### src/rtl/cpu_seq_pkg.sv
// Shared definitions for the CPU run sequencer: FSM state encoding,
// memory byte strides and the word-index to byte-address helper.
package cpu_seq_pkg;

  typedef enum logic [2:0] {
    ST_IDLE     = 3'd0,
    ST_CLR      = 3'd1,
    ST_LOAD_I   = 3'd2,
    ST_LOAD_D   = 3'd3,
    ST_RUN      = 3'd4,
    ST_DUMP_RD  = 3'd5,
    ST_DUMP_OUT = 3'd6,
    ST_DONE     = 3'd7
  } seq_state_t;

  // Instruction memory holds 32-bit words, data memory 64-bit words.
  localparam logic [63:0] IMEM_STRIDE = 64'd4;
  localparam logic [63:0] DMEM_STRIDE = 64'd8;

  // Word counter width (covers 0..1024) and run-cycle counter width.
  localparam int K_W = 11;
  localparam int C_W = 32;

  function automatic logic [63:0] byte_addr(input logic [K_W-1:0] idx,
                                            input logic [63:0]    stride);
    return {{(64-K_W){1'b0}}, idx} * stride;
  endfunction

endpackage

### src/rtl/seq_counter.sv
// Loadable, clearable up-counter with a terminal-count compare.
// Priority: reset, then clear, then load, then increment.
module seq_counter #(
  parameter int W = 11
) (
  input  logic         clk,
  input  logic         arst_n,
  input  logic         clr,
  input  logic         load,
  input  logic [W-1:0] load_val,
  input  logic         inc,
  input  logic [W-1:0] term,
  output logic [W-1:0] count,
  output logic         tc
);

  logic [W-1:0] r_count;

  // Count register with synchronous active-low reset.
  always_ff @(posedge clk) begin
    if (!arst_n) begin
      r_count <= '0;
    end else if (clr) begin
      r_count <= '0;
    end else if (load) begin
      r_count <= load_val;
    end else if (inc) begin
      r_count <= r_count + {{(W-1){1'b0}}, 1'b1};
    end
  end

  assign count = r_count;
  assign tc    = (r_count == term);

endmodule

### src/rtl/cpu_run_sequencer.sv
// Host-side run sequencer for the cpu top: loads instruction and data
// images through the external memory ports, pulses the CPU reset, enables
// the CPU for a programmed number of cycles, then streams data memory back.
module cpu_run_sequencer
  import cpu_seq_pkg::*;
#(
  parameter int IMEM_WORDS = 512,
  parameter int DMEM_WORDS = 1024
) (
  input  logic        clk,
  input  logic        arst_n,
  input  logic        start,
  input  logic [9:0]  imem_len,
  input  logic [10:0] dmem_len,
  input  logic [31:0] run_cycles,
  input  logic        in_valid,
  output logic        in_ready,
  input  logic [63:0] in_data,
  output logic        out_valid,
  input  logic        out_ready,
  output logic [63:0] out_data,
  output logic        cpu_rst_n,
  output logic        cpu_enable,
  output logic [63:0] addr_ext,
  output logic        wen_ext,
  output logic        ren_ext,
  output logic [31:0] wdata_ext,
  output logic [63:0] addr_ext_2,
  output logic        wen_ext_2,
  output logic        ren_ext_2,
  output logic [63:0] wdata_ext_2,
  input  logic [63:0] rdata_ext_2,
  output logic        busy,
  output logic        done
);

  localparam logic [K_W-1:0] IMEM_LIM = K_W'(IMEM_WORDS);
  localparam logic [K_W-1:0] DMEM_LIM = K_W'(DMEM_WORDS);

  // Requested lengths beyond the memory depth are clamped to the depth.
  function automatic logic [K_W-1:0] sat_len(input logic [K_W-1:0] len,
                                             input logic [K_W-1:0] lim);
    return (len > lim) ? lim : len;
  endfunction

  seq_state_t r_state;
  seq_state_t w_next;
  seq_state_t w_after_clr;
  seq_state_t w_after_i;
  seq_state_t w_after_d;
  seq_state_t w_after_run;

  logic [K_W-1:0] r_ilen;
  logic [K_W-1:0] r_dlen;
  logic [C_W-1:0] r_rcyc;
  logic [63:0]    r_out_data;

  logic [K_W-1:0] w_k;
  logic [K_W-1:0] w_k_term;
  logic           w_k_tc;
  logic           w_k_clr;
  logic           w_k_inc;

  logic [C_W-1:0] w_c;
  logic [C_W-1:0] w_c_term;
  logic           w_c_tc;
  logic           w_c_clr;
  logic           w_c_inc;
  logic           w_unused_c;

  // k indexes words in the load and dump phases; c counts enabled cycles.
  seq_counter #(.W(K_W)) u_k_cnt (
    .clk      (clk),
    .arst_n   (arst_n),
    .clr      (w_k_clr),
    .load     (1'b0),
    .load_val ({K_W{1'b0}}),
    .inc      (w_k_inc),
    .term     (w_k_term),
    .count    (w_k),
    .tc       (w_k_tc)
  );

  seq_counter #(.W(C_W)) u_c_cnt (
    .clk      (clk),
    .arst_n   (arst_n),
    .clr      (w_c_clr),
    .load     (1'b0),
    .load_val ({C_W{1'b0}}),
    .inc      (w_c_inc),
    .term     (w_c_term),
    .count    (w_c),
    .tc       (w_c_tc)
  );

  // The run counter value itself is only consumed through its compare.
  assign w_unused_c = ^w_c;

  // Terminal word index depends on which stream phase is active.
  assign w_k_term = (r_state == ST_LOAD_I) ? (r_ilen - 11'd1) : (r_dlen - 11'd1);
  assign w_c_term = r_rcyc - 32'd1;

  // Empty phases are skipped by chaining forward to the next non-empty one.
  assign w_after_run = (r_dlen != '0) ? ST_DUMP_RD : ST_DONE;
  assign w_after_d   = (r_rcyc != '0) ? ST_RUN     : w_after_run;
  assign w_after_i   = (r_dlen != '0) ? ST_LOAD_D  : w_after_d;
  assign w_after_clr = (r_ilen != '0) ? ST_LOAD_I  : w_after_i;

  // State register.
  always_ff @(posedge clk) begin
    if (!arst_n) begin
      r_state <= ST_IDLE;
    end else begin
      r_state <= w_next;
    end
  end

  // Capture the run parameters when a start is accepted in IDLE.
  always_ff @(posedge clk) begin
    if (!arst_n) begin
      r_ilen <= '0;
      r_dlen <= '0;
      r_rcyc <= '0;
    end else if ((r_state == ST_IDLE) && start) begin
      r_ilen <= sat_len({1'b0, imem_len}, IMEM_LIM);
      r_dlen <= sat_len(dmem_len, DMEM_LIM);
      r_rcyc <= run_cycles;
    end
  end

  // Dump word is sampled from data memory at the end of the read cycle and
  // held until the host accepts it; it is only visible while out_valid.
  always_ff @(posedge clk) begin
    if (r_state == ST_DUMP_RD) begin
      r_out_data <= rdata_ext_2;
    end
  end

  // Next-state, counter control and output decode.
  always_comb begin
    w_next      = r_state;
    w_k_clr     = 1'b0;
    w_k_inc     = 1'b0;
    w_c_clr     = 1'b1;
    w_c_inc     = 1'b0;
    in_ready    = 1'b0;
    out_valid   = 1'b0;
    out_data    = 64'd0;
    cpu_rst_n   = 1'b1;
    cpu_enable  = 1'b0;
    addr_ext    = 64'd0;
    wen_ext     = 1'b0;
    ren_ext     = 1'b0;
    wdata_ext   = 32'd0;
    addr_ext_2  = 64'd0;
    wen_ext_2   = 1'b0;
    ren_ext_2   = 1'b0;
    wdata_ext_2 = 64'd0;
    busy        = 1'b1;
    done        = 1'b0;

    case (r_state)
      ST_IDLE: begin
        busy = 1'b0;
        if (start) begin
          w_k_clr = 1'b1;
          w_next  = ST_CLR;
        end
      end

      ST_CLR: begin
        cpu_rst_n = 1'b0;
        w_next    = w_after_clr;
      end

      ST_LOAD_I: begin
        in_ready = 1'b1;
        wen_ext  = in_valid;
        if (in_valid) begin
          addr_ext  = byte_addr(w_k, IMEM_STRIDE);
          wdata_ext = in_data[31:0];
          if (w_k_tc) begin
            w_k_clr = 1'b1;
            w_next  = w_after_i;
          end else begin
            w_k_inc = 1'b1;
          end
        end
      end

      ST_LOAD_D: begin
        in_ready  = 1'b1;
        wen_ext_2 = in_valid;
        if (in_valid) begin
          addr_ext_2  = byte_addr(w_k, DMEM_STRIDE);
          wdata_ext_2 = in_data;
          if (w_k_tc) begin
            w_k_clr = 1'b1;
            w_next  = w_after_d;
          end else begin
            w_k_inc = 1'b1;
          end
        end
      end

      ST_RUN: begin
        cpu_enable = 1'b1;
        w_c_clr    = 1'b0;
        if (w_c_tc) begin
          w_next = w_after_run;
        end else begin
          w_c_inc = 1'b1;
        end
      end

      ST_DUMP_RD: begin
        ren_ext_2  = 1'b1;
        addr_ext_2 = byte_addr(w_k, DMEM_STRIDE);
        w_next     = ST_DUMP_OUT;
      end

      ST_DUMP_OUT: begin
        out_valid = 1'b1;
        out_data  = r_out_data;
        if (out_ready) begin
          if (w_k_tc) begin
            w_k_clr = 1'b1;
            w_next  = ST_DONE;
          end else begin
            w_k_inc = 1'b1;
            w_next  = ST_DUMP_RD;
          end
        end
      end

      ST_DONE: begin
        done   = 1'b1;
        w_next = ST_IDLE;
      end

      default: begin
        w_next = ST_IDLE;
      end
    endcase
  end

endmodule

### config.mk
export PLATFORM = sky130hd
export DESIGN_NAME = cpu_run_sequencer
export DESIGN_NICKNAME = d
export VERILOG_FILES = /design/src/rtl/cpu_seq_pkg.sv /design/src/rtl/seq_counter.sv /design/src/rtl/cpu_run_sequencer.sv
export SDC_FILE = /design/constraint.sdc
export NUM_CORES = 1
export LEC_CHECK = 0
export CORE_AREA = 5 5 186 188
export DETAILED_ROUTE_END_ITERATION = 8
export DIE_AREA = 0 0 191 193
export GPL_ROUTABILITY_DRIVEN = 0
export PLACE_DENSITY_LB_ADDON = 0.3
export SETUP_SLACK_MARGIN = 0.15
export SYNTH_ARGS = -nofsm -noshare
export SYNTH_HDL_FRONTEND = slang
export SYNTH_SLANG_ARGS = --single-unit
### constraint.sdc
create_clock -name clk -period 4.84 [get_ports clk]
set_input_delay 0.968 -clock clk [delete_from_list [all_inputs] [get_ports clk]]
set_output_delay 0.968 -clock clk [all_outputs]
set_load 0.1 [all_outputs]
==> reports/qor.txt <==
Comb pwr share - 0.439
DRT iter0 DRCs - 912
Pwr Total - 5.59 mW
Setup TNS - 0 ns
Routed Wire Length - 41.0 mm
Highest clock rate - 250 MHz
H-tree depth - 4
P&R area growth vs syn - 46.8%
Max cap viols - 0
Hold-fix buffers, CTS - 0
Core Region - 32,900 um2
R2R depth - 12
Initial antenna violation count - 4
Worst-Skew Late Latency - 0.44 ns
Post-CTS Setup Inserts - 0
Clock network power share - 0.245
Hold Crit Class - register to register
Max Slew Vio Count - 0
Critical Path AT - 4.32 ns
Via count - 9,679
Final period util - 0.825
Slew headroom - 0.205
Hold Violations, Final - 0
Total global routing overflow - 0
Setup Skew - 0.0132 ns
Sw frac - 0.454
Max Buffers Root-to-Sink - 2
Yosys warnings - 0
Die height - 193 um
Initial Utilization - 0.313
Root Buffer - clkbuf_16
Final setup vio count - 0
Pleak - 6.16 nW
CTS tree - yes
Io pins - 484
DP Wirelength - 32.9 mm
Post-synth EDFFs - 64
Width of the die - 191 um
Int Pwr - 3.05 mW
Sequential share of the synthesized area - 0.379
Layout cell share with drive strength beyond 1 - 0.168
Vias per cell - 4.89
Post-synthesis cell type count - 75
Vias in the first global route - 8,897
Worst Hold Depth - 2
Critical path type - register to register
Final layout net count - 1,706
Rows - 67
Final Core Density - 0.459
CP max FO - 20
Clock transition at the registers of the reported paths - 0.08 ns
RSZ-0062 raised after global routing - false
Die area - 36,900 um2
CTS resizes - 0
Post-synthesis area per instance - 8.71 um2
Sw Pwr - 2.54 mW
Critical path startpoint category - register
FF-to-FF setup slack - 0.85 ns
Number of synthesized register bits - 163
Antenna Nets Post-Route - 0
Power Dens Cells - 370 nW/um2
Syn Inst Count - 1,182
Worst EP required - 5.17 ns
Crit path capture type - register
Worst vdd ir - 0.247 mV
Worst Max-Slew Pin Slew - 1.19 ns
IO buf count - 376
Status - complete, no violations
Clk sinks - 163
Async S/R FF share, synth - 0
Synthesized cell area - 10,300 um2
Final min period - 3.99 ns
Number of remaining DRC errors - 0
First-pass GRT wire length - 57.1 mm
CTS Buf Count - 17
Fill count - 3,121
Main synth FF type - dfxtp_1
Seq pwr share - 0.316
DR pass1 iterations - 6
Largest net degree at the start of global routing - 67
All-Layer GR Usage - 0.205
Drt wl/cell - 20.7 um
final timing paths:
| kind | startpoint | to |
|---|---|---|
| hold reg to reg | r_ilen[9]$_SDFFE_PN0P_ | r_ilen[9]$_SDFFE_PN0P_ |
| setup reg to reg | r_state[0]$_SDFFE_PN0P_ | u_k_cnt.count[1]$_SDFFE_PP0P_ |
| hold / removal | r_ilen[9]$_SDFFE_PN0P_ | r_ilen[9]$_SDFFE_PN0P_ |
| setup / recovery | r_state[0]$_SDFFE_PN0P_ | u_k_cnt.count[1]$_SDFFE_PP0P_ |
cell usage after synthesis, types with 15 or more instances:
| library cell | count | area share |
|---|---|---|
| a21boi_0 | 37 | 0.027 |
| a21oi_1 | 38 | 0.018 |
| a22o_1 | 18 | 0.015 |
| and2_1 | 146 | 0.089 |
| and3_1 | 63 | 0.038 |
| buf_4 | 107 | 0.078 |
| clkbuf_1 | 54 | 0.020 |
| dfxtp_1 | 99 | 0.19 |
| edfxtp_1 | 64 | 0.19 |
| inv_1 | 19 | 0.0069 |
| mux2i_1 | 18 | 0.017 |
| nand2_1 | 112 | 0.041 |
| nand3_1 | 23 | 0.011 |
| nand4_1 | 18 | 0.011 |
| nor2_1 | 53 | 0.019 |
| nor3_1 | 28 | 0.014 |
| nor4_1 | 15 | 0.0091 |
| or3_1 | 15 | 0.0091 |
| xnor2_1 | 31 | 0.026 |
| xor2_1 | 29 | 0.025 |
layout by cell type (no fill, tap or decap), types with 23 or more instances in the layout:
cell type	synthesis	final
a21boi_0	37	37
a21oi_1	38	38
and2_1	146	146
and3_1	63	62
buf_12	0	77
buf_4	107	122
clkdlybuf4s50_1	0	190
conb_1	1	107
dfxtp_1	99	99
edfxtp_1	64	64
nand2_1	112	112
nand3_1	23	23
nor2_1	53	52
nor3_1	28	28
xnor2_1	31	31
xor2_1	29	29
registers in the layout, summed over array words and instances (netlist names):
signal / cells
r_out_data: 64
r_rcyc: 32
u_c_cnt.count: 32
r_dlen: 11
u_k_cnt.count: 11
r_ilen: 10
r_state: 3
metrics by stage:
| step | area (um2) | worst slack, ns | hold slack, ns | instances |
|---|---|---|---|---|
| 6_report | 15100 | 0.848 | 0.495 | 1978 |
| 5_1_grt | 15100 | 0.332 | 0.525 | 1978 |
| 4_1_cts | 15100 | 0.904 | 0.499 | 1976 |
| 3_5_place_dp | 14500 | 0.925 | 0.489 | 1944 |
| 3_3_place_gp | 14500 | 1.08 | 0.477 | 1944 |
| 2_1_floorplan | 10700 | 0.361 | 0.457 | 1288 |
power by group through the flow:
stage / clock (mW) / sequential, mW / combinational (mW)
CTS: 1.40 / 1.76 / 2.44
finish: 1.37 / 1.77 / 2.45
global route: 1.46 / 1.79 / 2.62
floorplan: 0 / 1.68 / 1.98
detailed placement: 0 / 1.79 / 2.43
global placement: 0 / 1.79 / 2.42
logic make-up after synthesis:
kind of cell    Yosys count  synth area share
simple gates            548             0.303
buf+inv                 201             0.115
compound gates          184             0.126
flops                   163             0.379
xor+xnor                 60            0.0510
mux                      20            0.0197
fa+ha+maj                 5           0.00607
other cells               1          0.000364
layout make-up:
cell class	count	area, um2	share of cell area
multi-input cells	924	5640	0.373
inverters	20	75.1	0.00497
well taps	448	561	0.0371
flip-flops and latches	163	3900	0.258
diodes	2	5.00	0.000331
repair buffers	389	4360	0.288
clock inverters	14	130	0.00861
clock buffers	18	450	0.0298
critical path, stage by stage, from the launching register on:
cell and delay [ns]:
dfxtp_1 0.70, or3b_4 0.44, mux2i_1 0.31, ha_1 0.24
inv_1 0.08, a211o_1 0.31, a21oi_1 0.18, xnor2_1 0.09
a2111oi_0 0.52, nand4b_1 0.29, nand2_1 0.42, mux2i_1 0.23
nor2_1 0.06
per-layer routing:
layer / up-vias / track usage / wire (um)
met4: 2 / 0.0398 / 537
li1: 4614 / - / -
met1: 4529 / 0.268 / 16800
met3: 48 / 0.0952 / 5210
met2: 486 / 0.313 / 18400
met5: - / 0 / 13
(Power assumes the default switching activity.)
